===== src/rtl/serial_adder.sv =====
// Bit-serial adder: two operands are streamed LSB-first through one fulladder cell,
// one bit per clock, with the carry held in a register between bits.

module fulladder (
   input  logic a,
   input  logic b,
   input  logic z,
   output logic sum,
   output logic carry
);
   assign sum   = a ^ b ^ z;
   assign carry = (a & b) | (z & (a ^ b));
endmodule

module serial_adder #(
   parameter int WIDTH = 8
) (
   input  logic             clk,
   input  logic             rst,
   input  logic             start,
   input  logic [WIDTH-1:0] a,
   input  logic [WIDTH-1:0] b,
   input  logic             cin,
   output logic             busy,
   output logic             done,
   output logic [WIDTH-1:0] sum,
   output logic             cout
);
   localparam int            CW   = (WIDTH > 1) ? $clog2(WIDTH) : 1;
   localparam logic [CW-1:0] LAST = CW'(WIDTH - 1);

   typedef enum logic [1:0] {
      IDLE,
      RUN,
      DONE
   } state_t;

   state_t           r_state;
   logic [WIDTH-1:0] r_aSh;
   logic [WIDTH-1:0] r_bSh;
   logic [WIDTH-1:0] r_sSh;
   logic [WIDTH-1:0] r_sum;
   logic             r_cQ;
   logic             r_cout;
   logic [CW-1:0]    r_cnt;

   logic             w_faSum;
   logic             w_faCarry;
   logic [WIDTH-1:0] w_sNext;

   fulladder u_fa (
      .a     (r_aSh[0]),
      .b     (r_bSh[0]),
      .z     (r_cQ),
      .sum   (w_faSum),
      .carry (w_faCarry)
   );

   // New sum bit enters at the MSB so the word lines up after WIDTH shifts.
   assign w_sNext = (r_sSh >> 1) | (WIDTH'(w_faSum) << (WIDTH - 1));

   always_ff @(posedge clk) begin
      if (rst) begin
         r_state <= IDLE;
         r_aSh   <= '0;
         r_bSh   <= '0;
         r_sSh   <= '0;
         r_sum   <= '0;
         r_cQ    <= 1'b0;
         r_cout  <= 1'b0;
         r_cnt   <= '0;
      end else begin
         case (r_state)
            IDLE: begin
               if (start) begin
                  r_aSh   <= a;
                  r_bSh   <= b;
                  r_cQ    <= cin;
                  r_cnt   <= '0;
                  r_state <= RUN;
               end
            end
            RUN: begin
               r_cQ  <= w_faCarry;
               r_sSh <= w_sNext;
               r_aSh <= r_aSh >> 1;
               r_bSh <= r_bSh >> 1;
               // The output register is only written once the whole word is assembled.
               if (r_cnt == LAST) begin
                  r_sum   <= w_sNext;
                  r_cout  <= w_faCarry;
                  r_state <= DONE;
               end else begin
                  r_cnt <= r_cnt + CW'(1);
               end
            end
            DONE: begin
               r_state <= IDLE;
            end
            default: begin
               r_state <= IDLE;
            end
         endcase
      end
   end

   assign busy = (r_state == RUN);
   assign done = (r_state == DONE);
   assign sum  = r_sum;
   assign cout = r_cout;

endmodule


===== config.mk =====
export PLATFORM = sky130hd
export DESIGN_NAME = serial_adder
export DESIGN_NICKNAME = d
export VERILOG_FILES = /design/src/rtl/serial_adder.sv
export SDC_FILE = /design/constraint.sdc
export NUM_CORES = 1
export LEC_CHECK = 0
export ABC_AREA = 1
export CAP_MARGIN = 20
export CORE_MARGIN = 5
export CORE_UTILIZATION = 54
export CTS_BUF_LIST = sky130_fd_sc_hd__clkbuf_8
export CTS_CLUSTER_DIAMETER = 120
export DETAILED_ROUTE_END_ITERATION = 10
export PLACE_DENSITY_LB_ADDON = 0.05
export SKIP_CTS_REPAIR_TIMING = 1
export SYNTH_ARGS = -nofsm -noshare
export SYNTH_HDL_FRONTEND = slang
export SYNTH_SLANG_ARGS = --single-unit

===== constraint.sdc =====
create_clock -name clk -period 1.5 [get_ports clk]
set_input_delay 0.45 -clock clk [delete_from_list [all_inputs] [get_ports clk]]
set_output_delay 0.45 -clock clk [all_outputs]
set_load 0.03 [all_outputs]

# Word-level counts from Yosys, hierarchy flattened
# Index checks and enable logic that the tools add are counted.
# totals
ff_bits,39
in_bits,20
output_inout_bits,11
wordCells,39
# classes
addsub,1
eq_ne,6
muxes,12
n_bitwise,6
n_reduce_logical,6
# op_table
operator,n
$pmux W8 S2,2
$mux W8,2
$or A7 B8 Y8,1
$mux W3,2
$pmux W3 S2,1
$reduce_and A2 Y1,3
$mux W2,2
$ne A2 B2 Y1 const B,2
$pmux W2 S2,1
$add A3 B1 Y3 const B,1
$eq A3 B3 Y1 const B,1
$reduce_and A3 Y1,1
$and A1 B1 Y1,2
$eq A2 B1 Y1 const B,1
$eq A2 B2 Y1 const B,1
$logic_not A2 Y1,1
$ne A2 B1 Y1 const B,1
$pmux W1 S2,1
$reduce_bool A2 Y1,1
$xor A1 B1 Y1,2
$mux W1,1
$or A1 B1 Y1,1

# Depth between registers and ports, before layout
# logic_depth
ltp_word,4
mapped_depth,7
mapped_depth_nobuf,6

# Cells and area by module
# From an unflattened synthesis, not the netlist that was laid out.
# hier_totals
hier_cells,263
hier_area_um2,1846.8
# modules_own_cells
module,instances,cells_each,area_per_inst_um2,seq_area_each_um2
serial_adder,1,262,1826.8,760.7
fulladder,1,1,20.0,0.0

# Least setup slack after synthesis
# Ideal clock, no wire load.
# synth_timing
path_kind,register -> output
startpoint,register r_state[1]
endpoint,output port done
t_arrival_ns,1.087
required_ns,1.050
setup_slack_ns,-0.037
stages_incl_launch_ff,4
path_buffers,1
path_cell_list,dfxtp_1 -> inv_2 -> buf_2 -> nor2_1
# synth_via
elab_chain_len,1
# synth_lines
item,line_no,rtl
"start, declared",38,state_t r_state;
"start signal, assigned",64,r_state <= IDLE;
"start signal, assigned",80,r_state <= RUN;
"start signal, assigned",92,r_state <= DONE;
$eq A2 B2 Y1,108,assign done = (r_state == DONE);
"end, declared",25,"output logic done,"
# No other way between the ends.

# Final worst setup path
# layout_timing
startpoint,register r_state[0]
endpoint,output port busy
# layout_via
elab_chain_len,1
# layout_lines
item,line_no,rtl
$eq A2 B1 Y1,107,assign busy = (r_state == RUN);
"end, declared",24,"output logic busy,"
# No other way between the ends.

==> results.json <==
{
  "clock_skew_ps": 5.71,
  "io_pins": 31,
  "clockRootBuffer": "clkbuf_8",
  "slowest_stage": "dfxtp_4",
  "rsz0062_at_grt": "no",
  "placed_cell_area_sq_mm": 0.00212,
  "rows": 20,
  "worstSetupPathType": "reg2out",
  "fillers": 249,
  "clk_pin_slew_ps": 80,
  "multi_input_area_sq_um": 811,
  "diodes": 0,
  "arrival_ps": 980,
  "nNetsFinal": 320,
  "yosys.cell_types.count": 18,
  "clockBufferDepth": 2,
  "finalCritPeriodShare_pct": 95.5,
  "fmax_mhz": 698,
  "powerDensity_mw_per_mm2": 1070,
  "antenna_left": 0,
  "grt_pass1_vias": 1457,
  "clock_latency_ps": 290,
  "worst_path_largest_cell_delay_ps": 380,
  "cts_tree": "built",
  "cts_made_buffers": 5,
  "drtIter0Drc": 92,
  "drt_wl_total_um": 3490,
  "drive_gt1_share_pct": 10.1,
  "power_mw": 2.46,
  "syn_avg_cell_area_sq_um": 6.60,
  "post-place-ws_ps": -54.6,
  "track_usage_pct": 18.1,
  "met3_usage_pct": 5.56,
  "cts_max_level": 2,
  "busiest_layer": "met2",
  "synth-seq-cells": 38,
  "vias_per_cell": 4.75,
  "synth-seq-area-share_pct": 44.0,
  "worst_slack_ps": 67.7,
  "seqCellArea_sq_um": 768,
  "worst-path-buf-inv": 2,
  "fp.dieW_um": 66.6,
  "startpoint_type": "register",
  "grt_max_degree": 33,
  "worst_pin_slew_ps": 337,
  "die_h_um": 66.6,
  "cpLargestDelayFamily": "flip-flops",
  "finalWorstPathRequiredPeriod_ps": 1430,
  "slew_viol_final": 0,
  "synthToLayoutAreaGrowth_pct": 32.8,
  "crit_chain": "inv_2, nor2_4, buf_6",
  "clock_sinks": 38,
  "wl_per_cell_um": 10.2,
  "synth_cells": 262,
  "dr.pass1.iters": 4,
  "setup_viol": 0,
  "status": "finished, final reports clean",
  "grt_antenna_before_repair": 0,
  "grt_pass1_wl_um": 6130,
  "drv_cap": 0,
  "ir_drop_uv": 590,
  "dr_total_vias": 1626,
  "start_util_pct": 56.6,
  "p_leak_nw": 1.27,
  "drcViolationCount": 0,
  "endpoint_kind": "primary output",
  "critPathRequiredTime_ps": 1050,
  "use_met2_pct": 29.6,
  "fin_area_sq_mm": 0.00229,
  "utilization_pct": 75.2,
  "hold_viol": 0,
  "post-dp-hpwl_um": 2390,
  "io_buffers": 30,
  "die_area_sq_mm": 0.00443,
  "met1_usage_pct": 21.4,
  "synth_nets": 285,
  "place.gp.congestion": 0.748,
  "hp-class": "reg2reg",
  "synth_warnings": 0,
  "timing.slew.headroom_pct": 77.5,
  "syn_area_sq_mm": 0.00173,
  "gr-total-overflow": 0,
  "core_area_sq_mm": 0.00305,
  "cp_max_fo": 5
}
==> placed cells by master (no fill, tap or decap), drive strengths merged <==
| master | netlist | layout |
|---|---|---|
| dlymetal6s2s | 0 | 9 |
| dfxtp | 38 | 38 |
| clkbuf | 2 | 5 |
| nand2 | 90 | 90 |
| o21ai | 8 | 8 |
| buf | 11 | 13 |
| nand3 | 27 | 27 |
| clkinv | 0 | 1 |
| nand3b | 1 | 1 |
| fa | 1 | 1 |
| nor2 | 55 | 55 |
| bufinv | 0 | 2 |
| a21oi | 3 | 3 |
| inv | 24 | 24 |
| ha | 2 | 2 |
| clkdlybuf4s50 | 0 | 19 |
==> synthesized netlist by cell type, drive strengths merged <==
cell type / instances / share of area, %
fa: 1 / 1.2
buf: 11 / 3.5
nand3: 27 / 7.8
clkbuf: 2 / 0.43
nor2: 55 / 13
ha: 2 / 1.4
nand2: 90 / 20
a21oi: 3 / 0.87
nand3b: 1 / 0.43
inv: 24 / 5.2
o21ai: 8 / 2.5
dfxtp: 38 / 44
==> kinds of logic (layout without fill, tap and decap cells) <==
family / Yosys count / after routing / share of synthesized area, %
buf+inv: 37 / 73 / 9.20
fa+ha+maj: 3 / 3 / 2.61
flops: 38 / 38 / 44.0
compound gates: 11 / 11 / 3.40
simple gates: 173 / 173 / 40.8
==> layout make-up <==
type                    count  share of cell area (%)
repair buffers             41                    18.9
flip-flops and latches     38                    33.5
clock inverters             3                    3.00
well taps                  44                    2.40
multi-input cells         187                    35.3
clock buffers               5                    3.00
inverters                  24                    3.93
==> final timing paths <==
check                           slack (ps)      to        from  cells past startpoint
worst min register to register         460  sum[2]    r_sSh[3]                      2
worst min-delay path                   460  sum[2]    r_sSh[3]                      2
worst max-delay path                    70    busy  r_state[0]                      3
worst max register to register         260  sum[0]    r_cnt[0]                      7
==> routing by layer <==
layer	wire (um)	up-vias
met1	1690	721
met3	147	6
met2	1580	34
met5	0	-
met4	61	0
li1	-	865
==> power by group <==
group | switching (mW) | internal [mW]
sequential | 0.0352 | 1.06
clock | 0.378 | 0.666
combinational | 0.165 | 0.150
==> registers in the layout (all words and copies together), names as in the netlist <==
name	flops
cout	1
r_aSh	8
r_bSh	8
r_cQ	1
r_cnt	3
r_sSh	7
r_state	2
sum	8
==> through the flow <==
stage / setup TNS, ps / instances / hold slack, ps
2_1_floorplan: 0 / 262 / 435
3_3_place_gp: -577 / 334 / 451
3_5_place_dp: -793 / 334 / 450
4_1_cts: -2430 / 342 / 462
5_1_grt: 0 / 342 / 481
6_report: 0 / 342 / 460
==> worst min-delay path: cells and delay by family, from the launching register on <==
family / cells / cell delay (ps)
flops: 1 / 320
simple gates: 2 / 100
Power figures use the tool's default switching activity.
